==> src/rtl/instruction_assembler.sv <==
// Assembles 16-bit fetch parcels into a decoded instruction (header plus optional address)
// and holds it in an output register that honours the queue's stall back-pressure.
module instruction_assembler #(
    parameter int unsigned ADDR_W = 48
) (
    input  logic              clk,
    input  logic              rst,
    input  logic              flush_in,
    input  logic [15:0]       parcel_in,
    input  logic              parcel_valid_in,
    output logic              parcel_ready_out,
    input  logic              stall_in,
    output logic              valid_out,
    output logic [3:0]        MajorOpcode_out,
    output logic [4:0]        Source1_out,
    output logic [4:0]        Source2_out,
    output logic [1:0]        OffsetScale_out,
    output logic [4:0]        Destination_out,
    output logic [3:0]        MinorOpcode_out,
    output logic              HasAddress_out,
    output logic [ADDR_W-1:0] Address_out,
    output logic              OffsetSub_out
);

    localparam int unsigned NumAddr = ADDR_W / 16;
    localparam int unsigned CntW    = (NumAddr > 1) ? $clog2(NumAddr) : 1;

    typedef enum logic [1:0] {StHdrHi, StHdrLo, StAddr} state_e;

    state_e              r_state, w_state_next;
    logic [15:0]         r_hdr_hi;
    logic [10:0]         r_hdr_lo;
    logic [CntW-1:0]     r_cnt;
    logic [ADDR_W-1:0]   r_addr;

    logic                r_valid;
    logic [26:0]         r_fields;
    logic [ADDR_W-1:0]   r_address;

    logic                w_out_free, w_last_addr, w_final, w_accept, w_load;
    logic [ADDR_W+15:0]  w_addr_ext;
    logic [26:0]         w_fields;
    logic                w_unused;

    // Header bits [4:0] are reserved; the top of the shifted address falls off the end.
    assign w_unused = ^{parcel_in[4:0], w_addr_ext[ADDR_W+15:ADDR_W]};

    assign w_out_free  = !r_valid || !stall_in;
    assign w_last_addr = (r_cnt == CntW'(NumAddr - 1));
    assign w_final     = ((r_state == StHdrLo) && !parcel_in[6]) ||
                         ((r_state == StAddr) && w_last_addr);

    assign parcel_ready_out = !flush_in && !(w_final && !w_out_free);
    assign w_accept         = parcel_valid_in && parcel_ready_out;
    assign w_load           = w_accept && w_final;

    assign w_addr_ext = {r_addr, parcel_in};
    assign w_fields   = (r_state == StHdrLo) ? {r_hdr_hi, parcel_in[15:5]} : {r_hdr_hi, r_hdr_lo};

    always_comb begin
        w_state_next = r_state;
        if (flush_in) begin
            w_state_next = StHdrHi;
        end else if (w_accept) begin
            unique case (r_state)
                StHdrHi: w_state_next = StHdrLo;
                StHdrLo: w_state_next = parcel_in[6] ? StAddr : StHdrHi;
                StAddr:  w_state_next = w_last_addr ? StHdrHi : StAddr;
                default: w_state_next = StHdrHi;
            endcase
        end
    end

    always_ff @(posedge clk or posedge rst) begin
        if (rst) begin
            r_state <= StHdrHi;
        end else begin
            r_state <= w_state_next;
        end
    end

    always_ff @(posedge clk or posedge rst) begin
        if (rst) begin
            r_hdr_hi <= '0;
            r_hdr_lo <= '0;
            r_cnt    <= '0;
            r_addr   <= '0;
        end else if (flush_in) begin
            r_hdr_hi <= '0;
            r_hdr_lo <= '0;
            r_cnt    <= '0;
            r_addr   <= '0;
        end else if (w_accept) begin
            unique case (r_state)
                StHdrHi: r_hdr_hi <= parcel_in;
                StHdrLo: begin
                    r_hdr_lo <= parcel_in[15:5];
                    r_cnt    <= '0;
                end
                StAddr: begin
                    r_addr <= w_addr_ext[ADDR_W-1:0];
                    r_cnt  <= w_last_addr ? '0 : r_cnt + CntW'(1);
                end
                default: ;
            endcase
        end
    end

    // Flush beats both stall and consume; a load may coincide with a consume (no bubble).
    always_ff @(posedge clk or posedge rst) begin
        if (rst) begin
            r_valid   <= 1'b0;
            r_fields  <= '0;
            r_address <= '0;
        end else if (flush_in) begin
            r_valid <= 1'b0;
        end else if (w_load) begin
            r_valid   <= 1'b1;
            r_fields  <= w_fields;
            r_address <= (r_state == StAddr) ? w_addr_ext[ADDR_W-1:0] : '0;
        end else if (r_valid && !stall_in) begin
            r_valid <= 1'b0;
        end
    end

    assign valid_out       = r_valid;
    assign MajorOpcode_out = r_fields[26:23];
    assign Source1_out     = r_fields[22:18];
    assign Source2_out     = r_fields[17:13];
    assign OffsetScale_out = r_fields[12:11];
    assign Destination_out = r_fields[10:6];
    assign MinorOpcode_out = r_fields[5:2];
    assign HasAddress_out  = r_fields[1];
    assign OffsetSub_out   = r_fields[0];
    assign Address_out     = r_address;

endmodule

==> config.mk <==
export PLATFORM = sky130hd
export DESIGN_NAME = instruction_assembler
export DESIGN_NICKNAME = d
export VERILOG_FILES = /design/src/rtl/instruction_assembler.sv
export SDC_FILE = /design/constraint.sdc
export NUM_CORES = 1
export LEC_CHECK = 0
export BUFFER_PORTS_ARGS = -buffer_cell sky130_fd_sc_hd__buf_2
export CORE_MARGIN = 4
export CORE_UTILIZATION = 50
export DETAILED_ROUTE_END_ITERATION = 7
export GPL_TIMING_DRIVEN = 0
export PLACE_DENSITY = 0.77
export SLEW_MARGIN = 30
export SYNTH_ARGS = -nofsm -noshare
export SYNTH_HDL_FRONTEND = slang
export SYNTH_SLANG_ARGS = --single-unit
==> constraint.sdc <==
create_clock -name clk -period 10.7 [get_ports clk]
set_clock_uncertainty 0.15 [all_clocks]
set_input_delay 0 -clock clk [delete_from_list [all_inputs] [get_ports clk]]
set_output_delay 0 -clock clk [all_outputs]
set_load 0.03 [all_outputs]
==> flow_summary.ini <==
[run_status]
status = finished clean

[yosys]
syn_avg_cell_area_um2 = 10.5
synth_xor_area_share_pct = 0
syn_nets = 606
synth_adder_area_share_pct = 0
synth_seq_cells = 139
netlist_instances = 585
synth-compound-area-share_pct = 10.1
ys_types = 31
synth_mux_area_share_pct = 14.6
synth_warnings = 0
ys_seq_area_share_pct = 56.5
synth_simple_gate_area_share_pct = 12.0
synthesis.area_um2 = 6150
synth_top_family_by_area = multiplexers

[clock_network]
clk_latency_ns = 0.42
post-cts-setup-buffers = 0
postCtsHoldBufs = 22
cts_sinks = 139
clk_root_buffer_cell = clkbuf_16
cts_buffer_depth = 2
htreeDepth = 4
cts.repair.resized = 0
cts_tree = built
clk_pin_slew_ns = 0.06
cts_buffers = 17

[final_layout]
drive_gt1_share_pct = 23.3
finalNonFillerCells = 882
area_growth_pct = 24.0
diodes = 0
post-route-cell-area_um2 = 7630
finalNetCount = 744

[power]
intPower_uw = 1040
switchingPower_uw = 488
pwr_density_cell_nw_per_um2 = 200
peakVddDrop_mv = 0.129
power_uw = 1520
p_sw_share_pct = 32.0
pwr-share-seq_pct = 41.6
power_frac_comb_pct = 22.0
p_leak_uw = 0.00359
clockPowerShare_pct = 36.3

[timing]
report.final.slew_viol_count = 0
period_minus_slack_ns = 2.17
finalCritPeriodShare_pct = 20.3
rsz0062_at_grt = false
max_freq_mhz = 461
setup_viol = 0
tightest_slew_ns = 0.600
hold_violations = 0
whs_ns = 0.258
setup_tns_ns = 0
slew_headroom_pct = 60.0

[worst_setup_path]
worstSetupEndpointType = register
critPathSlowestCell = clkbuf_1
crit_chain = nand2b_1, clkbuf_1, mux2_2, mux2_1
cp-start-kind = register
cp_data_required_time_ns = 10.85
r2r-start = r_state[0]
critical-path-max-stage-delay_ns = 0.50
critPathKind = register to register
critPathLaunch = r_state[0]
cp_max_fo = 10
cp.arrival_ns = 2.32

[min_path]
worstHoldPathType = input port to register
min_from = parcel_in[0]

[routing]
totalWireLength_mm = 15.5
dr.pass1.iters = 5
wl_per_cell_um = 17.5
routed_via_density = 5.51
drt_iter0_markers = 454
ant_nets = 0
vias = 4860
drc = 0

[global_routing]
grt_usage_pct = 23.1
grt_pass1_wl_mm = 25.6
grt-ovfl-total = 0
grt_max_degree = 81
grt_pass1_vias = 4963
antenna_found_initial = 0

[floorplan]
rows = 40
start_util_pct = 51.2
core_area_um2 = 12000
dieWidth_um = 119
die_area_um2 = 14100
io_pins = 98
die_h_um = 119

[place]
globalplace.congestion = 0.913
dp_hpwl_mm = 10.5
dp_cells = 829
place_area_um2 = 6850
numPortBuffers = 96

[job]
maxCapViolations = 0
==> routing by layer <==
metal / track usage, % / vias to the layer above / routed length (µm)
met5: 0 / - / 0
met1: 30.1 / 2347 / 6510
met4: 9.49 / 0 / 375
met3: 7.03 / 36 / 1200
li1: - / 2261 / -
met2: 36.2 / 216 / 7370
==> layout make-up <==
| class | instances | area [µm²] |
|---|---|---|
| plain buffers | 44 | 229 |
| clock buffers | 23 | 488 |
| clock inverters | 8 | 67.6 |
| fillers | 954 | 4380 |
| inverters | 50 | 195 |
| multi-input cells | 352 | 2260 |
| flip-flops and latches | 139 | 3480 |
| well taps | 147 | 184 |
| repair buffers | 119 | 728 |
==> metrics by stage <==
step	utilization [%]	setup WS, ns
after floorplan	-	6.83
after global placement	56.8	5.55
after detailed placement	57.1	8.57
after CTS	63.5	8.55
after global routing	63.5	8.44
final	63.5	8.53
==> sequential cells by signal, indices dropped and copies added, names as in the netlist <==
| register | count |
|---|---|
| r_cnt | 2 |
| r_fields | 27 |
| r_state | 2 |
| Address_out | 48 |
| r_hdr_hi | 16 |
| r_addr | 32 |
| r_hdr_lo | 11 |
| valid_out | 1 |
==> synth_stat cells <==
cell      instances  area share, %
nor2b_1           2           0.20
dfrtp_1         139             57
inv_1            50            3.1
nand2_1          82            5.0
nand3_1          42            3.4
a31oi_1           3           0.31
nor3b_1           1           0.12
and3b_1           3           0.43
nand4b_1          2           0.28
or4b_1            1           0.16
a211oi_1          1           0.12
mux2i_1          47            7.6
buf_6             7            1.3
mux2_1           13            2.4
and4b_1           2           0.33
and2b_1           1           0.12
and2_1            3           0.31
nor4b_1           1           0.14
a21oi_1          63            5.1
mux2_2           25            4.6
a41oi_1           1           0.14
nor4b_4           1           0.39
o211a_1           2           0.33
buf_2             9           0.73
o21ai_0          47            3.8
a21bo_2           1           0.16
nand2b_1          3           0.31
nor4bb_4          1           0.41
clkbuf_1         28            1.7
nand3b_1          3           0.37
o211ai_1          1           0.12
==> power groups by stage <==
stage / clock network (µW) / registers [µW] / logic [µW]
2_1_floorplan: 0 / 774 / 88.9
3_3_place_gp: 0 / 640 / 322
3_5_place_dp: 0 / 643 / 332
4_1_cts: 561 / 636 / 340
5_1_grt: 585 / 644 / 364
6_report: 554 / 635 / 336
==> logic make-up after synthesis <==
logic type | Yosys count
multiplexers | 85
buffers and inverters | 94
AND/OR/NAND/NOR | 148
flip-flops | 139
AO/OA/AOI/OAI | 119
==> cells in the final DEF (no fill, tap or decap), types with 4 or more instances in the layout <==
master / netlist / layout
a21oi_1: 63 / 63
buf_2: 9 / 105
buf_6: 7 / 7
clkbuf_1: 28 / 30
clkbuf_16: 0 / 17
clkbuf_8: 0 / 4
clkinv_2: 0 / 6
dfrtp_1: 139 / 139
dlygate4sd3_1: 0 / 22
inv_1: 50 / 49
mux2_1: 13 / 13
mux2_2: 25 / 25
mux2i_1: 47 / 47
nand2_1: 82 / 82
nand3_1: 42 / 42
o21ai_0: 47 / 47
==> worst max-delay path: cells and delay by family, from the launching register on <==
kind	cells	cell delay [ns]
muxes	2	0.70
buffers and inverters	1	0.50
DFF	1	0.47
and+or+nand+nor	1	0.22
==> final timing paths <==
check	endpoint	cells past startpoint	slack (ns)
max	r_fields[7]	4	8.53
min	r_hdr_hi[0]	4	0.26
max reg2reg	r_fields[7]	4	8.53
min reg2reg	r_fields[3]	1	0.34
max in group asynchronous	Address_out[1]	5	9.06
min in group asynchronous	Address_out[15]	4	0.61
Power figures use the tool's default switching activity.
